File: config.mk
export PLATFORM = sky130hd
export DESIGN_NAME = neuron_mac_seq
export DESIGN_NICKNAME = d
export VERILOG_FILES = /design/src/rtl/sigmoid_IP.sv /design/src/rtl/neuron_mac_seq.sv
export SDC_FILE = /design/constraint.sdc
export NUM_CORES = 2
export LEC_CHECK = 0
export BUFFER_PORTS_ARGS = -buffer_cell sky130_fd_sc_hd__buf_2
export CAP_MARGIN = 30
export CORE_UTILIZATION = 60
export CTS_CLUSTER_DIAMETER = 60
export DETAILED_ROUTE_END_ITERATION = 6
export GPL_TIMING_DRIVEN = 0
export PLACE_DENSITY = 0.9
export SETUP_SLACK_MARGIN = 0.3
export SYNTH_ARGS = -nofsm -noshare
export SYNTH_HDL_FRONTEND = slang
export SYNTH_HIERARCHICAL = 1
export SYNTH_SLANG_ARGS = --single-unit
File: constraint.sdc
create_clock -name clk -period 52.2 [get_ports clk]
set_input_delay 7.83 -clock clk [delete_from_list [all_inputs] [get_ports clk]]
set_output_delay 7.83 -clock clk [all_outputs]
set_load 0.1 [all_outputs]
File: src/rtl/sigmoid_IP.sv
// sigmoid_IP: behavioural stand-in for the vendor sigmoid ROM (registered read).
// Address is the signed value sat[15:4]; q approximates 256*sigmoid with a clamped linear ramp.
module sigmoid_IP (
  input  logic        clock,
  input  logic [11:0] address,
  output logic [7:0]  q
);

  logic [10:0] w_ramp;
  logic [7:0]  w_val;
  logic        w_unused_lsb;
  logic [7:0]  r_q;

  // 128 + address/8, computed in 11-bit two's complement and then clamped to 0..255
  assign w_ramp       = {{2{address[11]}}, address[11:3]} + 11'd128;
  assign w_unused_lsb = ^address[2:0];

  always_comb begin
    w_val = w_ramp[7:0];
    if (w_ramp[10])
      w_val = '0;
    else if (w_ramp[9:8] != 2'b00)
      w_val = '1;
  end

  always_ff @(posedge clock) begin
    r_q <= w_val;
  end

  assign q = r_q;

endmodule

File: src/rtl/neuron_mac_seq.sv
// neuron_mac_seq: time-multiplexed neuron (LANES MACs per beat, bias, 16-bit saturation, activation).
// Build option NEURON_RELU_EN: ReLU activation register replaces the sigmoid_IP lookup.
module neuron_mac_seq #(
  parameter int N_INPUTS = 37,
  parameter int LANES    = 4,
  parameter int DATA_W   = 16,
  parameter int ACC_W    = 40,
  // Entries left at the INT_MIN default resolve to weight i+1 (bias N_INPUTS+1).
  parameter int WEIGHTS [N_INPUTS+1] = '{default: int'(32'h8000_0000)}
) (
  input  logic                       clk,
  input  logic                       rst_n,
  input  logic                       in_valid,
  output logic                       in_ready,
  input  logic [N_INPUTS*DATA_W-1:0] in_data,
  output logic                       out_valid,
  input  logic                       out_ready,
  output logic [7:0]                 out_data,
  output logic                       busy
);

  localparam int BEATS   = (N_INPUTS + LANES - 1) / LANES;
  localparam int SLOTS   = BEATS * LANES;
  localparam int BEAT_W  = (BEATS > 1) ? $clog2(BEATS) : 1;
  localparam int IDX_W   = (SLOTS > 1) ? $clog2(SLOTS) : 1;
  localparam int PROD_W  = DATA_W + 16;
  localparam int W_UNSET = int'(32'h8000_0000);
  localparam int BIAS_RAW = WEIGHTS[N_INPUTS];
  localparam logic signed [15:0] BIAS =
    (BIAS_RAW == W_UNSET) ? 16'(N_INPUTS + 1) : 16'(BIAS_RAW);
  localparam logic signed [ACC_W-1:0] SAT_MAX = ACC_W'(32767);
  localparam logic signed [ACC_W-1:0] SAT_MIN = ACC_W'(-32768);

  typedef enum logic [2:0] {S_IDLE, S_MAC, S_BIAS, S_SAT, S_ACT, S_OUT} state_t;

  state_t                    r_state;
  logic signed [ACC_W-1:0]   r_acc;
  logic [BEAT_W-1:0]         r_beat;
  logic signed [15:0]        r_sat;
  logic                      r_out_valid;
  logic signed [DATA_W-1:0]  r_x [N_INPUTS];

  logic signed [DATA_W-1:0]  w_in  [N_INPUTS];
  logic signed [DATA_W-1:0]  w_x   [SLOTS];
  logic signed [15:0]        w_wgt [SLOTS];
  logic signed [PROD_W-1:0]  w_prod [LANES];
  logic signed [ACC_W-1:0]   w_beat_sum;
  logic signed [15:0]        w_sat_next;
  logic                      w_unused_sat;

  for (genvar g = 0; g < N_INPUTS; g++) begin : g_unpack
    assign w_in[g] = in_data[g*DATA_W +: DATA_W];
  end

  // Slots past N_INPUTS in the last beat carry zero data and zero weight.
  for (genvar g = 0; g < SLOTS; g++) begin : g_slot
    if (g < N_INPUTS) begin : g_used
      localparam int RAW = WEIGHTS[g];
      assign w_wgt[g] = (RAW == W_UNSET) ? 16'(g + 1) : 16'(RAW);
      assign w_x[g]   = r_x[g];
    end else begin : g_pad
      assign w_wgt[g] = '0;
      assign w_x[g]   = '0;
    end
  end

  for (genvar k = 0; k < LANES; k++) begin : g_lane
    logic [IDX_W-1:0] w_idx;
    assign w_idx     = IDX_W'(r_beat) * IDX_W'(LANES) + IDX_W'(k);
    assign w_prod[k] = PROD_W'(w_x[w_idx]) * PROD_W'(w_wgt[w_idx]);
  end

  always_comb begin
    w_beat_sum = '0;
    for (int unsigned k = 0; k < LANES; k++)
      w_beat_sum = w_beat_sum + ACC_W'(w_prod[k]);
  end

  always_comb begin
    w_sat_next = 16'(r_acc);
    if (r_acc > SAT_MAX)
      w_sat_next = 16'sh7fff;
    else if (r_acc < SAT_MIN)
      w_sat_next = 16'sh8000;
  end

`ifdef NEURON_RELU_EN
  logic [7:0] r_out_data;
  logic [7:0] w_relu;
  // Non-negative 16-bit values shifted right by 7 never exceed 255, so no upper clamp is needed.
  assign w_relu       = r_sat[15] ? '0 : r_sat[14:7];
  assign w_unused_sat = ^r_sat[6:0];
  assign out_data     = r_out_data;
`else
  logic [7:0] w_lut_q;
  sigmoid_IP u_sigmoid (
    .clock   (clk),
    .address (r_sat[15:4]),
    .q       (w_lut_q)
  );
  assign w_unused_sat = ^r_sat[3:0];
  assign out_data     = r_out_valid ? w_lut_q : '0;
`endif

  always_ff @(posedge clk) begin
    if (!rst_n) begin
      r_state     <= S_IDLE;
      r_acc       <= '0;
      r_beat      <= '0;
      r_sat       <= '0;
      r_out_valid <= 1'b0;
`ifdef NEURON_RELU_EN
      r_out_data  <= '0;
`endif
    end else begin
      case (r_state)
        S_IDLE: begin
          if (in_valid && in_ready) begin
            r_x     <= w_in;
            r_acc   <= '0;
            r_beat  <= '0;
            r_state <= S_MAC;
          end
        end
        S_MAC: begin
          r_acc <= r_acc + w_beat_sum;
          if (r_beat == BEAT_W'(BEATS - 1))
            r_state <= S_BIAS;
          else
            r_beat <= r_beat + 1'b1;
        end
        S_BIAS: begin
          r_acc   <= r_acc + ACC_W'(BIAS);
          r_state <= S_SAT;
        end
        S_SAT: begin
          r_sat   <= w_sat_next;
          r_state <= S_ACT;
        end
        S_ACT: begin
          r_out_valid <= 1'b1;
`ifdef NEURON_RELU_EN
          r_out_data  <= w_relu;
`endif
          r_state     <= S_OUT;
        end
        S_OUT: begin
          if (out_ready) begin
            r_out_valid <= 1'b0;
            r_state     <= S_IDLE;
          end
        end
        default: r_state <= S_IDLE;
      endcase
    end
  end

  assign in_ready  = rst_n && (r_state == S_IDLE);
  assign busy      = (r_state != S_IDLE);
  assign out_valid = r_out_valid;

endmodule
==> metrics.md <==
| Metric | Value |
|---|---|
| Status | finished clean |
| CTS H-Tree Depth | 3 |
| Cell row count | 98 |
| Die area | 0.07358 mm^2 |
| Initial core utilization | 60.74% |
| Final Power | 0.003123 W |
| Worst setup startpoint | rst_n |
| Detail Route Antenna Nets | 0 |
| Synthesis-to-layout area growth | 16.56% |
| First-pass GRT wire length | 202,700 um |
| Category of the worst setup path launch point | primary input |
| Max Cap Violations | 0 |
| Static power due to leakage | 22.53 nW |
| Element type at the critical path end | primary output |
| Vias | 30,950 |
| Start point of the worst min-delay path | r_sat[11]$_SDFFE_PN0N_ |
| Number of pins exceeding their max-slew limit in the final report | 0 |
| Number of gates given a new drive strength after cts | 0 |
| Commonest non-fill, non-tap cell in the layout | sky130_fd_sc_hd__inv_1 |
| Input/output buffers | 605 |
| Via count of the first global-routing pass | 32,710 |
| Number of primary I/O pins | 607 |
| Core Footprint | 0.07161 mm^2 |
| Number of warnings issued by yosys | 6 |
| TritonCTS Sinks | 657 |
| Maximum achievable frequency | 0.05666 GHz |
| Layout Nets | 5,379 |
| Wire length per cell after detailed routing | 27.57 um |
| Total power per unit cell area | 61.59 mW/mm^2 |
| Crit path required time | 44.37 ns |
| Worst slew margin relative to its limit | 28.50% |
| Final Critical Period | 17.65 ns |
| Number of inserted filler cells in the final layout | 4,670 |
| TritonCTS clock tree | built |
| Number of buffers added by the clock tree synthesis step | 74 |
| Most frequent cells in the layout | sky130_fd_sc_hd__inv_1 (650), sky130_fd_sc_hd__buf_2 (630), sky130_fd_sc_hd__edfxtp_1 (592) |
| Per-instance average area after synthesis | 13.12 um^2 |
| Fraction of layout cells with a size suffix above 1 | 22.61% |
| CTS clock-pin slew for the worst setup and hold paths | 0.06 ns |
| Vias per cell | 6.104 |
| Count of buffers added by post-CTS timing repair for setup | 0 |
| Clock root buffer | sky130_fd_sc_hd__clkbuf_16 |
| Chip width | 271.3 um |
| Overall die height | 271.3 um |
| Cell Area, Synth | 0.04350 mm^2 |
| Maximum number of pins on one net before global-route repair | 78 |
| Syn nets | 4,676 |
| Routability congestion estimate | 1.027 |
| Number of failing hold endpoints at the final stage | 0 |
| Post-DP HPWL | 106,300 um |
| Final count of negative-setup-slack endpoints | 0 |
| Finished Core Util | 70.80% |
| Number of detailed-route iterations in the first pass | 6 |
| Hold buffers post-CTS | 0 |
| Reg-to-reg startpoint | r_beat[0]$_SDFFE_PN0P_ |
| Clock Tree Buf Depth | 3 |
| Setup repair after global routing missed its margin | no |
| Critical Setup Path Class | primary input to primary output |
| Worst-margin pin slew | 1.064 ns |
| Clock insertion delay at the later pin of the skew report | 0.68 ns |
| Worst Hold Margin | 0.4658 ns |
| Placed instance count | 4,890 |
| DRC violation total after the first TritonRoute iteration | 3,519 |
| Post-synthesis instance total | 3,315 |
| Total Wirelength | 139,800 um |
| CP arrival | 9.82 ns |
| Tcrit/Tclk final | 33.81% |
| Final cell count without fillers | 5,070 |
| Drt drc | 0 |
| Clock skew | 0.07851 ns |
| Worst-path maximum fanout | 10 |
| Maximum vdd drop | 0.00007433 V |
| Worst hold path class | flip-flop to flip-flop |
| Leftover overflow at the end of global routing | 0 |
| Total negative slack | 0 ns |
| Initial antenna violation count | 36 |
| Register area | 0.01908 mm^2 |
| Overall Global Routing Usage | 38.06% |
| Area of the multi-input gates | 0.02148 mm^2 |
-- critical path: stages --
cell and delay [ns]:
sky130_fd_sc_hd__clkbuf_8 0.15, sky130_fd_sc_hd__inv_1 0.22, sky130_fd_sc_hd__clkbuf_1 0.58, sky130_fd_sc_hd__clkbuf_1 0.57, sky130_fd_sc_hd__nor2_1 0.13, sky130_fd_sc_hd__buf_2 0.32
-- registers in the layout, indices dropped and copies added (netlist names) --
name         cells
r_x            592
r_acc           40
r_sat            9
u_sigmoid/q      8
r_beat           4
r_state          3
out_valid        1
-- cell type report --
cell class	instances	area share [%]
Clock buffer	93	3.835
Multi-Input combinational cell	1894	42.37
Buffer	111	0.9649
Inverter	653	4.834
Clock inverter	43	1.017
Timing Repair Buffer	627	6.794
Antenna cell	42	0.2073
Tap cell	950	2.344
Sequential cell	657	37.63
-- routing by layer --
layer / global-route usage, % / vias up / share of wire, %
li1: - / 12790 / -
met1: 44.85 / 15230 / 34
met2: 60.89 / 2316 / 47
met3: 10.27 / 606 / 11
met4: 26.83 / 6 / 8.2
met5: 0 / - / 0.032
-- worst paths after layout --
check / endpoint / cells past startpoint / slack (ns)
setup / recovery: in_ready / 6 / 34.55
hold / removal: u_sigmoid/q[4]$_SDFF_PP0_ / 2 / 0.47
setup reg to reg: r_acc[34]$_SDFFE_PN0P_ / 32 / 40.38
hold reg to reg: u_sigmoid/q[4]$_SDFF_PP0_ / 2 / 0.47
-- where the power goes --
group / internal (W) / leakage [nW] / switching [W]
sequential: 0.000607 / 6.04 / 0.0000184
clock: 0.000293 / 1.18 / 0.000234
combinational: 0.000784 / 15.3 / 0.00119
-- metrics by stage --
| step | setup WS (ns) | area [um^2] |
|---|---|---|
| 2_1_floorplan | 29.53 | 43500 |
| 3_3_place_gp | 24.70 | 47710 |
| 3_5_place_dp | 34.64 | 48100 |
| 4_1_cts | 34.64 | 50560 |
| 5_1_grt | 34.53 | 50680 |
| 6_report | 34.55 | 50700 |
(Power assumes the default switching activity.)
